==> config.mk <==
export PLATFORM = sky130hd
export DESIGN_NAME = reg_write_queue_flat
export DESIGN_NICKNAME = d
export VERILOG_FILES = /design/src/rtl/reg_write_queue_if.sv /design/src/rtl/reg_write_queue.sv /design/src/flat_wrapper.sv
export SDC_FILE = /design/constraint.sdc
export NUM_CORES = 1
export LEC_CHECK = 0
export CAP_MARGIN = 20
export CORE_ASPECT_RATIO = 1.2
export CORE_MARGIN = 3
export CORE_UTILIZATION = 51
export DETAILED_ROUTE_END_ITERATION = 8
export GPL_ROUTABILITY_DRIVEN = 1
export HOLD_SLACK_MARGIN = 0.15
export MAX_ROUTING_LAYER = met4
export PLACE_DENSITY = 0.89
export SETUP_SLACK_MARGIN = 0.1
export SYNTH_ARGS = -nofsm -noshare
export SYNTH_HDL_FRONTEND = slang
export SYNTH_SLANG_ARGS = --single-unit
==> constraint.sdc <==
create_clock -name CLK -period 3.5 [get_ports CLK]
set_input_delay 0.525 -clock CLK [delete_from_list [all_inputs] [get_ports CLK]]
set_output_delay 0.525 -clock CLK [all_outputs]
set_load 0.05 [all_outputs]
==> src/rtl/reg_write_queue_if.sv <==
// reg_write_queue_if: groups the producer handshakes, the register file write
// port, the pending-write scoreboard, the forwarding lookup and the occupancy
// count of reg_write_queue.
// The slave modport is the queue side and the master modport is the
// producer/consumer side.
interface reg_write_queue_if #(
   parameter int DEPTH      = 4,
   parameter int DATA_WIDTH = 32,
   parameter int ADDR_WIDTH = 5
);
   logic                      A_VALID;
   logic [ADDR_WIDTH-1:0]     A_ADDRESS;
   logic [DATA_WIDTH-1:0]     A_DATA;
   logic                      A_READY;

   logic                      B_VALID;
   logic [ADDR_WIDTH-1:0]     B_ADDRESS;
   logic [DATA_WIDTH-1:0]     B_DATA;
   logic                      B_READY;

   logic                      HOLD;

   logic                      WRITE_ENABLE;
   logic [ADDR_WIDTH-1:0]     WRITE_ADDRESS;
   logic [DATA_WIDTH-1:0]     WRITE_DATA;

   logic [(2**ADDR_WIDTH)-1:0] PENDING;

   logic [ADDR_WIDTH-1:0]     RD_ADDRESS;
   logic                      RD_HIT;
   logic [DATA_WIDTH-1:0]     RD_DATA;

   logic [$clog2(DEPTH):0]    COUNT;

   modport slave (
      input  A_VALID, A_ADDRESS, A_DATA,
      output A_READY,
      input  B_VALID, B_ADDRESS, B_DATA,
      output B_READY,
      input  HOLD,
      output WRITE_ENABLE, WRITE_ADDRESS, WRITE_DATA,
      output PENDING,
      input  RD_ADDRESS,
      output RD_HIT, RD_DATA,
      output COUNT
   );

   modport master (
      output A_VALID, A_ADDRESS, A_DATA,
      input  A_READY,
      output B_VALID, B_ADDRESS, B_DATA,
      input  B_READY,
      output HOLD,
      input  WRITE_ENABLE, WRITE_ADDRESS, WRITE_DATA,
      input  PENDING,
      output RD_ADDRESS,
      input  RD_HIT, RD_DATA,
      input  COUNT
   );
endinterface

==> src/rtl/reg_write_queue.sv <==
// reg_write_queue: write-side front end of the register file.
// It takes results from two producers (port A is the ALU and port B is
// load/mul), arbitrating round-robin between them. It buffers the results in
// an in-order FIFO and drains at most one entry per cycle into the register
// file write port.
// It also exports a pending-write scoreboard.
// Optional feature macro: REG_WRITE_QUEUE_FWD_EN builds the forwarding lookup
// (RD_HIT/RD_DATA). When the macro is undefined, both outputs are tied to 0.
module reg_write_queue #(
   parameter int DEPTH      = 4,
   parameter int DATA_WIDTH = 32,
   parameter int ADDR_WIDTH = 5
) (
   input  logic                 CLK,
   input  logic                 RESET,
   reg_write_queue_if.slave     bus
);

   localparam int PTR_W = (DEPTH > 1) ? $clog2(DEPTH) : 1;
   localparam int CNT_W = PTR_W + 1;
   localparam int NUM_REGS = 2 ** ADDR_WIDTH;

   logic [ADDR_WIDTH-1:0] entry_addr [DEPTH];
   logic [DATA_WIDTH-1:0] entry_data [DEPTH];

   logic [PTR_W-1:0]      rd_ptr;
   logic [PTR_W-1:0]      wr_ptr;
   logic [CNT_W-1:0]      count;
   logic                  rr_favor_b;

   logic                  full;
   logic                  empty;
   logic                  grant_a;
   logic                  grant_b;
   logic                  push;
   logic                  pop;
   logic [ADDR_WIDTH-1:0] push_addr;
   logic [DATA_WIDTH-1:0] push_data;
   logic [NUM_REGS-1:0]   pending;
   logic [PTR_W-1:0]      pend_idx;

   assign full  = (count == CNT_W'(DEPTH));
   assign empty = (count == '0);

   // Grant at most one producer per cycle, based only on the registered
   // occupancy. When both producers compete, the port that lost last time wins.
   always_comb begin
      grant_a = 1'b0;
      grant_b = 1'b0;
      if (!RESET && !full) begin
         if (bus.A_VALID && bus.B_VALID) begin
            if (rr_favor_b) begin
               grant_b = 1'b1;
            end else begin
               grant_a = 1'b1;
            end
         end else if (bus.A_VALID) begin
            grant_a = 1'b1;
         end else if (bus.B_VALID) begin
            grant_b = 1'b1;
         end
      end
   end

   assign push_addr = grant_b ? bus.B_ADDRESS : bus.A_ADDRESS;
   assign push_data = grant_b ? bus.B_DATA    : bus.A_DATA;
   // Writes to x0 are handshaken but dropped, because x0 is hard-wired to zero.
   assign push      = (grant_a || grant_b) && (push_addr != '0);
   assign pop       = !empty && !bus.HOLD && !RESET;

   assign bus.A_READY       = grant_a;
   assign bus.B_READY       = grant_b;
   assign bus.WRITE_ENABLE  = pop;
   assign bus.WRITE_ADDRESS = empty ? '0 : entry_addr[rd_ptr];
   assign bus.WRITE_DATA    = empty ? '0 : entry_data[rd_ptr];
   assign bus.COUNT         = count;
   assign bus.PENDING       = pending;

   // Entry storage needs no reset, because the pointers and count decide
   // which entries are live.
   always_ff @(posedge CLK) begin
      if (push) begin
         entry_addr[wr_ptr] <= push_addr;
         entry_data[wr_ptr] <= push_data;
      end
   end

   // Pointers, occupancy and the round-robin bit. Reset discards every queued
   // entry and makes port A the favoured port again.
   always_ff @(posedge CLK) begin
      if (RESET) begin
         rd_ptr     <= '0;
         wr_ptr     <= '0;
         count      <= '0;
         rr_favor_b <= 1'b0;
      end else begin
         if (push) begin
            wr_ptr <= wr_ptr + 1'b1;
         end
         if (pop) begin
            rd_ptr <= rd_ptr + 1'b1;
         end
         case ({push, pop})
            2'b10:   count <= count + 1'b1;
            2'b01:   count <= count - 1'b1;
            default: count <= count;
         endcase
         if (bus.A_VALID && bus.B_VALID && (grant_a || grant_b)) begin
            rr_favor_b <= grant_a;
         end
      end
   end

   // Scoreboard: set one bit for the target register of every live entry.
   always_comb begin
      pending  = '0;
      pend_idx = '0;
      for (int k = 0; k < DEPTH; k++) begin
         pend_idx = rd_ptr + PTR_W'(k);
         if (CNT_W'(k) < count) begin
            pending[entry_addr[pend_idx]] = 1'b1;
         end
      end
   end

`ifdef REG_WRITE_QUEUE_FWD_EN
   logic                  fwd_hit;
   logic [DATA_WIDTH-1:0] fwd_data;
   logic [PTR_W-1:0]      fwd_idx;

   // Scan the entries from oldest to youngest so that the youngest matching
   // entry is the one that supplies the forwarded data.
   always_comb begin
      fwd_hit  = 1'b0;
      fwd_data = '0;
      fwd_idx  = '0;
      for (int k = 0; k < DEPTH; k++) begin
         fwd_idx = rd_ptr + PTR_W'(k);
         if ((CNT_W'(k) < count) && (bus.RD_ADDRESS != '0) &&
             (entry_addr[fwd_idx] == bus.RD_ADDRESS)) begin
            fwd_hit  = 1'b1;
            fwd_data = entry_data[fwd_idx];
         end
      end
   end

   assign bus.RD_HIT  = fwd_hit;
   assign bus.RD_DATA = fwd_data;
`else
   assign bus.RD_HIT  = 1'b0;
   assign bus.RD_DATA = '0;
`endif

endmodule

==> src/flat_wrapper.sv <==
// flat-port wrapper written by rule: the top's interface ports become plain ports
module reg_write_queue_flat 
#(
   parameter int DEPTH      = 4,
   parameter int DATA_WIDTH = 32,
   parameter int ADDR_WIDTH = 5
)
  (CLK, RESET, bus_A_VALID, bus_A_ADDRESS, bus_A_DATA, bus_A_READY, bus_B_VALID, bus_B_ADDRESS, bus_B_DATA, bus_B_READY, bus_HOLD, bus_WRITE_ENABLE, bus_WRITE_ADDRESS, bus_WRITE_DATA, bus_PENDING, bus_RD_ADDRESS, bus_RD_HIT, bus_RD_DATA, bus_COUNT);
  reg_write_queue_if #(.DEPTH(DEPTH), .DATA_WIDTH(DATA_WIDTH), .ADDR_WIDTH(ADDR_WIDTH)) bus_i ();
  input  logic CLK;
  input  logic RESET;
  input wire logic [$bits(bus_i.A_VALID)-1:0] bus_A_VALID;
  input wire logic [$bits(bus_i.A_ADDRESS)-1:0] bus_A_ADDRESS;
  input wire logic [$bits(bus_i.A_DATA)-1:0] bus_A_DATA;
  output wire logic [$bits(bus_i.A_READY)-1:0] bus_A_READY;
  input wire logic [$bits(bus_i.B_VALID)-1:0] bus_B_VALID;
  input wire logic [$bits(bus_i.B_ADDRESS)-1:0] bus_B_ADDRESS;
  input wire logic [$bits(bus_i.B_DATA)-1:0] bus_B_DATA;
  output wire logic [$bits(bus_i.B_READY)-1:0] bus_B_READY;
  input wire logic [$bits(bus_i.HOLD)-1:0] bus_HOLD;
  output wire logic [$bits(bus_i.WRITE_ENABLE)-1:0] bus_WRITE_ENABLE;
  output wire logic [$bits(bus_i.WRITE_ADDRESS)-1:0] bus_WRITE_ADDRESS;
  output wire logic [$bits(bus_i.WRITE_DATA)-1:0] bus_WRITE_DATA;
  output wire logic [$bits(bus_i.PENDING)-1:0] bus_PENDING;
  input wire logic [$bits(bus_i.RD_ADDRESS)-1:0] bus_RD_ADDRESS;
  output wire logic [$bits(bus_i.RD_HIT)-1:0] bus_RD_HIT;
  output wire logic [$bits(bus_i.RD_DATA)-1:0] bus_RD_DATA;
  output wire logic [$bits(bus_i.COUNT)-1:0] bus_COUNT;
  assign bus_i.A_VALID = bus_A_VALID;
  assign bus_i.A_ADDRESS = bus_A_ADDRESS;
  assign bus_i.A_DATA = bus_A_DATA;
  assign bus_A_READY = bus_i.A_READY;
  assign bus_i.B_VALID = bus_B_VALID;
  assign bus_i.B_ADDRESS = bus_B_ADDRESS;
  assign bus_i.B_DATA = bus_B_DATA;
  assign bus_B_READY = bus_i.B_READY;
  assign bus_i.HOLD = bus_HOLD;
  assign bus_WRITE_ENABLE = bus_i.WRITE_ENABLE;
  assign bus_WRITE_ADDRESS = bus_i.WRITE_ADDRESS;
  assign bus_WRITE_DATA = bus_i.WRITE_DATA;
  assign bus_PENDING = bus_i.PENDING;
  assign bus_i.RD_ADDRESS = bus_RD_ADDRESS;
  assign bus_RD_HIT = bus_i.RD_HIT;
  assign bus_RD_DATA = bus_i.RD_DATA;
  assign bus_COUNT = bus_i.COUNT;
  reg_write_queue #(.DEPTH(DEPTH), .DATA_WIDTH(DATA_WIDTH), .ADDR_WIDTH(ADDR_WIDTH)) u_core (.CLK(CLK), .RESET(RESET), .bus(bus_i));
endmodule
# Word-level counts from Yosys, hierarchy flattened
# Memory sizes are Yosys's and may differ from the RTL's. A register that Yosys moved wholly into a read port is not among the register bits.
# Index checks and enable logic that the tools add are counted.
# word_totals
register_bits	8
ram_bits	148
inputBits	84
out_inout_bits	108
wordCells	80
n_memories	2
# op_classes
addsub	6
order_cmp	12
eq_ne	3
mux	32
bitwise_logic	3
n_reduce_logical	18
# mem_list
memory	depth	width	read_ports	rd_ports_with_merged_regs	wr	line	source
u_core.entry_data	4	32	1	1	1	reg_write_queue.sv:24	logic [DATA_WIDTH-1:0] entry_data [DEPTH];
u_core.entry_addr	4	5	4	1	1	reg_write_queue.sv:23	logic [ADDR_WIDTH-1:0] entry_addr [DEPTH];
# op_table
operator	count
2-to-1 mux 32 bit	6
OR 32 bit	3
< comparator 5 x 6 -> 1 bit (second input constant)	4
demux 1 bit (select 5 bit)	4
>= comparator 5 x 1 -> 1 bit (second input constant)	4
2-to-1 mux 1 bit	15
logical AND 1 bit	10
2-to-1 mux 5 bit	2
2-to-1 mux 2 bit	4
< comparator 1 x 3 -> 1 bit (first input constant)	2
< comparator 2 x 3 -> 1 bit (first input constant)	2
case mux 3 bit (2 select lines)	1
nonzero test 5 bit	1
adder 2 x 1 -> 2 bit (second input constant)	2
adder 2 bit (second input constant)	2
zero test 1 bit	4
adder 3 x 1 -> 3 bit (second input constant)	1
equality test 3 bit (second input constant)	1
zero test 3 bit	1
subtractor 3 x 1 -> 3 bit (second input constant)	1
equality test 2 x 1 -> 1 bit (second input constant)	1
equality test 2 bit (second input constant)	1
nonzero test 2 bit	1
logical OR 1 bit	1

# Logic depth before layout (Yosys ltp)
# Gate-level depths: netlist (run 1).
# An unclocked memory read counts as a cell.
# depth
ltp_word	12
mapped_depth	10
depth_no_buf	10

# Worst setup path after synthesis (run 1)
# No wires, ideal clock.
# synth_timing
path_kind	register -> register
from	register u_core.count[0], in the netlist u_core.bus.COUNT[0]
to	register u_core.count[2], in the netlist u_core.bus.COUNT[2]
setup_time_ns	0.071
arrival_ns	3.354
path_slack_ns	0.075
stages_incl_launch_ff	8
path_cell_list	dfxtp_1 -> inv_1 -> ha_1 -> nor2b_1 -> nor3_1 -> ha_1 -> or3_1 -> a21oi_1
# synth_lines
item	line	source
from (decl)	reg_write_queue.sv:28	logic [CNT_W-1:0] count;
from (signal assigned)	reg_write_queue.sv:104	2'b10: count <= count + 1'b1;
from (signal assigned)	reg_write_queue.sv:105	2'b01: count <= count - 1'b1;
from (signal assigned)	reg_write_queue.sv:106	default: count <= count;
zero test 3 bit *	reg_write_queue.sv:43	assign empty = (count == '0);
zero test 1 bit *	reg_write_queue.sv:69	assign pop = !empty && !bus.HOLD && !RESET;
logical AND 1 bit * (2 in a row)	reg_write_queue.sv:69	
net bus_WRITE_ENABLE	flat_wrapper.sv:21	output wire logic [$bits(bus_i.WRITE_ENABLE)-1:0] bus_WRITE_ENABLE;
equality test 2 x 1 -> 1 bit / equality test 2 bit (equally long branches)	reg_write_queue.sv:103	case ({push, pop})
case mux 3 bit (2 select lines) / nonzero test 2 bit (equally long branches)	--	
# Mark *: on every way through the listed nets, which the timed path passes. The rest lies on a longest branch.
# A chain may end at the register's enable or synchronous reset.

# Worst setup path in the final report (run 1)
# layout_timing
from	register u_core.rd_ptr[0]
to	output bus_PENDING[2]
# layout_via
elab_chain_len	12
# layout_lines
item	line	source
from (decl)	reg_write_queue.sv:26	logic [PTR_W-1:0] rd_ptr;
from (signal assigned)	reg_write_queue.sv:101	rd_ptr <= rd_ptr + 1'b1;
adder 2 x 1 -> 2 bit	reg_write_queue.sv:119	pend_idx = rd_ptr + PTR_W'(k);
memory read (4 x 5 bit) *	--	
< comparator 5 x 6 -> 1 bit (not written as such) / >= comparator 5 x 1 -> 1 bit (equally long branches)	reg_write_queue.sv:121	pending[entry_addr[pend_idx]] = 1'b1;
logical AND 1 bit (not written as such)	reg_write_queue.sv:121	
2-to-1 mux 1 bit (not written as such)	reg_write_queue.sv:121	
demux 1 bit (select 5 bit)	--	
OR 32 bit (no source line)	--	
2-to-1 mux 32 bit	reg_write_queue.sv:120	if (CNT_W'(k) < count) begin
OR 32 bit (no source line)	--	
2-to-1 mux 32 bit	reg_write_queue.sv:120	
OR 32 bit (no source line)	--	
2-to-1 mux 32 bit *	reg_write_queue.sv:120	
to (decl)	flat_wrapper.sv:24	output wire logic [$bits(bus_i.PENDING)-1:0] bus_PENDING;
# Every way passes the cells marked *; elsewhere a longest branch is shown, timed or not.

==> results of run 1 <==
## through the flow
step	utilization	total power, µW	setup slack [ns]
5_1_grt	0.6975	6774	0.08437
3_5_place_dp	0.6546	4683	0.4226
6_report	0.6975	6569	0.1657
3_3_place_gp	0.6546	4614	0.5698
4_1_cts	0.6932	6592	0.1426
2_1_floorplan	-	3884	0.2894
## layout make-up
type,count,area share
clock inverters,14,0.01621
well taps,208,0.02357
multi-input cells,392,0.3126
inverters,12,0.004080
repair buffers,171,0.1838
flip-flops and latches,158,0.4212
clock buffers,17,0.03854
## power groups by stage
stage	Sequential [µW]	Combinational, µW	Clock [µW]
2_1_floorplan	2290	1590	0
3_3_place_gp	2300	2320	0
3_5_place_dp	2310	2370	0
4_1_cts	2280	2400	1920
5_1_grt	2290	2500	1990
6_report	2280	2400	1890
## worst max-delay path, stage by stage, from the launching register on
cell and delay (ns):
dfxtp_2 0.52, buf_4 0.30, mux4_2 0.63, nor2_1 0.20
nand2_1 0.15, o221ai_1 0.39, buf_12 0.19
## layer usage
metal  vias up  share of wire  wire length (µm)
li1       2562              -                 -
met1      2924           0.37              8330
met2       395           0.52             11910
met3        51          0.084              1905
met4         0          0.029               656
met5         -              0                 0
## sequential cells by signal, indices dropped and copies added, names as in the netlist, named ones only
name	count
u_core.entry_addr	20
u_core.wr_ptr	2
u_core.rd_ptr	2
u_core.bus.COUNT	3
u_core.rr_favor_b	1
u_core.entry_data	128
## worst max-delay path by stage
stage                                      from                           endpoint  cells past startpoint
2_1_floorplan  u_core.bus.COUNT[0]$_SDFFE_PP0P_  u_core.entry_addr[1][0]$_DFFE_PP_                      6
3_3_place_gp                              RESET   u_core.bus.COUNT[2]$_SDFFE_PP0P_                      7
3_5_place_dp      u_core.rd_ptr[1]$_SDFFE_PP0P_                     bus_PENDING[2]                      5
4_1_cts        u_core.bus.COUNT[0]$_SDFFE_PP0P_                   bus_WRITE_ENABLE                      6
5_1_grt        u_core.bus.COUNT[0]$_SDFFE_PP0P_                  bus_WRITE_DATA[2]                      6
6_report          u_core.rd_ptr[0]$_SDFFE_PP0P_                     bus_PENDING[2]                      6
## cells in the final DEF (no fill, tap or decap), types with 20 or more instances in the layout
cell type	count
mux2_2	48
edfxtp_1	148
buf_12	31
dlymetal6s2s_1	23
nor2b_1	49
conb_1	33
nand2_1	37
nor2_1	32
buf_4	20
mux4_2	44
clkdlybuf4s50_1	97
## logic make-up after synthesis
family,synth area share
and+or+nand+nor,0.1033
DFF,0.5556
muxes,0.1970
AOI/OAI and AO/OA,0.07469
buffers and inverters,0.05029
adders and majority gates,0.01347
xor gates and xnor gates,0.005238
other,0.0004486
## timing repair
action / in CTS / in global routing
cloned: 0 / 0
pin swaps: 0 / 0
endpoints found under the setup margin: 21 / 26
gates resized for setup: 3 / 25
setup buffers: 0 / 0
==> results.sh, run 1 <==
export IMPL_outcome="complete, no violations"
export IMPL_clock_path_buffers=2
export IMPL_cts_htree_levels=4
export IMPL_ios=192
export IMPL_ff2ff_setup_slack_ns=0.82
export IMPL_finalMaxSlewViolations=0
export IMPL_via_per_inst=6.103
export IMPL_dp_hpwl_mm=15.88
export IMPL_clockRootBuffer="clkbuf_16"
export IMPL_cts_sinks=158
export IMPL_grt_pass1_wl_mm=34.73
export IMPL_globalplace_congestion=1.049
export IMPL_gr_usage_met3=0.04727
export IMPL_drt_first_pass_iters=6
export IMPL_drtIter0Drc=693
export IMPL_required_ns=2.97
export IMPL_grt_use_total=0.2622
export IMPL_layoutNonFillerInstCount=972
export IMPL_ys_flop_type="edfxtp_1"
export IMPL_areaGrowthSynthToFinish_pct=32.06
export IMPL_routed_wl_mm=22.80
export IMPL_ant_nets=0
export IMPL_reg2reg_from="u_core.bus.COUNT[0]$_SDFFE_PP0P_"
export IMPL_path_max_fanout=16
export IMPL_dieArea_um2=17970
export IMPL_die_width_um=122.9
export IMPL_numPortBuffers=153
export IMPL_holdCritPathClass="reg2reg"
export IMPL_layout_drive_gt1_share=0.2526
export IMPL_placed_area_um2=10360
export IMPL_finalCritPeriodShare=0.9527
export IMPL_cts_tree="built"
export IMPL_startpoint_type="register"
export IMPL_antenna_found_initial=0
export IMPL_syn_inst=586
export IMPL_tightest_slew_ns=0.6258
export IMPL_min_delay_worst_endpoint="u_core.wr_ptr[1]$_SDFFE_PP0P_"
export IMPL_synth_seq_cells=158
export IMPL_regArea_um2=4649
export IMPL_maxCapViolations=0
export IMPL_use_met2=0.4427
export IMPL_ys_warnings_count=0
export IMPL_p_seq_frac=0.347
export IMPL_fmax_mhz=299.9
export IMPL_yosys_top_cells_area="edfxtp_1 (53%), mux4_2 (12%), mux2_2 (6.5%)"
export IMPL_hold_viol_final=0
export IMPL_path_class="reg2out"
export IMPL_clock_latency_ns=0.42
export IMPL_hp_start="u_core.wr_ptr[1]$_SDFFE_PP0P_"
export IMPL_period_minus_slack_ns=3.334
export IMPL_fin_hold_ws_ns=0.5896
export IMPL_post_route_drc_count=0
export IMPL_p_switching_uw=2362
export IMPL_grt_ovfl_total=0
export IMPL_syn_cell_area_um2=8359
export IMPL_synth_area_leader_cell="edfxtp_1"
export IMPL_final_area_um2=11040
export IMPL_grt_max_degree=41
export IMPL_ys_types=48
export IMPL_power_density_nw_per_um2=595.0
export IMPL_async_reset_ff_frac=0
export IMPL_nFillCells=969
export IMPL_p_int_uw=4206
export IMPL_yosysMostFrequentCell="edfxtp_1"
export IMPL_avgSynthCellArea_um2=14.26
export IMPL_clk_pin_slew_ns=0.06
export IMPL_r2r_end="u_core.bus.COUNT[2]$_SDFFE_PP0P_"
export IMPL_vias=5932
export IMPL_cts_made_buffers=17
export IMPL_core_area_um2=15830
export IMPL_clockPowerShare=0.288
export IMPL_synthTopCellsByCount="edfxtp_1 (148), nor2b_1 (50), mux2_2 (48)"
export IMPL_synth_top_area_frac=0.5317
export IMPL_grt_pass1_vias=6176
export IMPL_synth_edf_count=148
export IMPL_cellLeakagePower_uw=0.004012
export IMPL_rows=50
export IMPL_cts_hold_buffers=0
export IMPL_setup_viol=0
export IMPL_wl_per_cell_um=23.46
export IMPL_min_path_cells=2
export IMPL_placed_cells=941
export IMPL_rsz0062_at_grt="true"
export IMPL_busiest_layer="met2"
export IMPL_reg2regPathDepth=9
export IMPL_maxSlewHeadroom=0.5813
export IMPL_skew_ns=0.01378
export IMPL_p_sw_frac=0.3597
export IMPL_start_util=0.5281
export IMPL_grt_use_met1=0.3135
export IMPL_setup_tns_ns=0
export IMPL_antennaDiodeCount=0
export IMPL_critPathArrivalTime_ns=2.81
export IMPL_multiInputGateArea_um2=3451
export IMPL_pwr_share_comb=0.365
export IMPL_fin_nets=845
export IMPL_ys_seq_area_frac=0.5556
export IMPL_end_kind="primary output"
export IMPL_ir_drop_mv=0.7478
export IMPL_fp_dieH_um=146.2
(Power assumes the default switching activity.)
==> run 2, diff against run 1 <==
--- a/config.mk
+++ b/config.mk
@@ -5,9 +5,7 @@
 export SDC_FILE = /design/constraint.sdc
 export NUM_CORES = 1
 export LEC_CHECK = 0
-export CAP_MARGIN = 20
 export CORE_ASPECT_RATIO = 1.2
-export CORE_MARGIN = 3
 export CORE_UTILIZATION = 51
 export DETAILED_ROUTE_END_ITERATION = 8
 export GPL_ROUTABILITY_DRIVEN = 1
==> results.sh, run 2 (synthesis gave the netlist of run 1 again) <==
export IMPL_outcome="complete, no violations"
export IMPL_post_cts_setup_buffers=0
export IMPL_finalMaxSlewViolations=0
export IMPL_min_path_cells=2
export IMPL_grt_pass1_wl_mm=35.40
export IMPL_reg2reg_from="u_core.bus.COUNT[0]$_SDFFE_PP0P_"
export IMPL_critPathArrivalTime_ns=2.76
export IMPL_rows=50
export IMPL_power_density_nw_per_um2=600.7
export IMPL_clk_pin_slew_ns=0.07
export IMPL_final_cell_mix="edfxtp_1 (148), clkdlybuf4s50_1 (116), nor2b_1 (49)"
export IMPL_drt_first_pass_iters=6
export IMPL_vias=5937
export IMPL_numPortBuffers=153
export IMPL_finalCritPeriodShare=0.9382
export IMPL_cts_sinks=158
export IMPL_power_uw=6609
export IMPL_post_route_drc_count=0
export IMPL_ant_nets=0
export IMPL_startpoint_type="register"
export IMPL_routed_wl_mm=23.39
export IMPL_clockRootBuffer="clkbuf_16"
export IMPL_hold_viol_final=0
export IMPL_largest_register="u_core.entry_data"
export IMPL_placed_area_um2=10360
export IMPL_min_delay_worst_endpoint="u_core.rr_favor_b$_SDFFE_PP0P_"
export IMPL_cts_hold_buffers=0
export IMPL_via_per_inst=6.095
export IMPL_maxCapViolations=0
export IMPL_cts_tree="built"
export IMPL_grt_use_total=0.2954
export IMPL_fp_dieH_um=142.2
export IMPL_clock_path_buffers=2
export IMPL_antenna_found_initial=0
export IMPL_postLayoutCoreUtil=0.6951
export IMPL_skew_ns=0.006273
export IMPL_period_minus_slack_ns=3.284
export IMPL_end_kind="primary output"
export IMPL_cts_made_buffers=17
export IMPL_grt_use_met1=0.3425
export IMPL_reg2regPathDepth=9
export IMPL_antennaDiodeCount=0
export IMPL_cellLeakagePower_uw=0.003718
export IMPL_r2r_end="u_core.bus.COUNT[2]$_SDFFE_PP0P_"
export IMPL_ff2ff_setup_slack_ns=0.75
export IMPL_use_met2=0.5051
export IMPL_path_class="reg2out"
export IMPL_die_width_um=118.9
export IMPL_path_max_fanout=25
export IMPL_dieArea_um2=16910
export IMPL_setup_tns_ns=0
export IMPL_ios=192
export IMPL_wl_per_cell_um=24.02
export IMPL_grt_max_degree=39
export IMPL_ir_drop_mv=0.5753
export IMPL_setup_viol=0
export IMPL_final_area_um2=11000
export IMPL_gr_usage_met3=0.05168
export IMPL_largest_reg_flops=128
export IMPL_holdCritPathClass="reg2reg"
export IMPL_drtIter0Drc=544
export IMPL_rsz0062_at_grt="true"
export IMPL_required_ns=2.97
export IMPL_fmax_mhz=304.5
export IMPL_areaGrowthSynthToFinish_pct=31.61
export IMPL_grt_pass1_vias=6001
export IMPL_busiest_layer="met2"
export IMPL_layout_drive_gt1_share=0.2546
export IMPL_fin_nets=846
export IMPL_maxSlewHeadroom=0.5087
export IMPL_layout_commonest_cell="edfxtp_1"
export IMPL_hp_start="u_core.rr_favor_b$_SDFFE_PP0P_"
export IMPL_grt_ovfl_total=0
export IMPL_clock_latency_ns=0.42
export IMPL_dp_hpwl_mm=16.36
export IMPL_tightest_slew_ns=0.7314
export IMPL_start_util=0.5281
export IMPL_cts_htree_levels=4
export IMPL_core_area_um2=15830
export IMPL_globalplace_congestion=0.9336
==> run 2: critical path: stages, from the launching register on <==
cell,delay (ns)
dfxtp_1,0.48
inv_1,0.12
ha_1,0.25
nor2b_4,0.22
buf_12,0.23
nor2b_1,0.18
clkdlybuf4s50_1,0.84
==> run 2: layout make-up <==
class                           count  area, µm²
Inverter                           12      45.04
Fill cell                         986       4826
Clock inverter                     15      195.2
Sequential cell                   158       4648
Clock buffer                       17      425.4
Multi-Input combinational cell    392       3451
Timing Repair Buffer              172       1977
Tap cell                          208      260.3
==> run 2: how the worst max path moves through the flow <==
stage | start | end
final | u_core.bus.COUNT[0]$_SDFFE_PP0P_ | bus_WRITE_DATA[11]
after global routing | u_core.rd_ptr[1]$_SDFFE_PP0P_ | bus_PENDING[7]
after CTS | register | bus_PENDING[12]
after detailed placement | RESET | u_core.bus.COUNT[2]$_SDFFE_PP0P_
after global placement | u_core.rd_ptr[0]$_SDFFE_PP0P_ | bus_PENDING[10]
after floorplan | u_core.bus.COUNT[0]$_SDFFE_PP0P_ | u_core.entry_addr[1][0]$_DFFE_PP_
==> run 2: timing repair <==
| action | CTS | global route |
|---|---|---|
| pin swaps | 0 | 0 |
| setup endpoints to repair | 22 | 18 |
| resized for setup | 2 | 8 |
==> run 2: routing by layer <==
layer	up-vias	routed length (µm)
met1	2943	8733
met5	-	0
met4	0	685
met2	382	12330
met3	44	1642
li1	2568	-
==> run 2: metrics by stage <==
step / cells / hold WS (ns) / worst slack [ns]
final: 974 / 0.5621 / 0.2162
after floorplan: 618 / 0.5010 / 0.2894
after global placement: 942 / 0.5162 / 0.5042
after CTS: 974 / 0.5620 / 0.1304
after detailed placement: 942 / 0.5405 / 0.4612
after global routing: 974 / 0.5807 / 0.09655
==> run 2: power breakdown <==
group | total (µW) | internal [µW] | switching (µW)
registers | 2270 | 2200 | 74.3
clock network | 1890 | 1030 | 856
logic | 2450 | 892 | 1560
total | 6610 | 4120 | 2490
==> run 3, diff against run 2 <==
--- a/config.mk
+++ b/config.mk
@@ -13,6 +13,7 @@
 export MAX_ROUTING_LAYER = met4
 export PLACE_DENSITY = 0.89
 export SETUP_SLACK_MARGIN = 0.1
+export SLEW_MARGIN = 30
 export SYNTH_ARGS = -nofsm -noshare
 export SYNTH_HDL_FRONTEND = slang
 export SYNTH_SLANG_ARGS = --single-unit
==> results of run 3 <==
No change in the layout: final DEF, timing and power equal those of run 2.
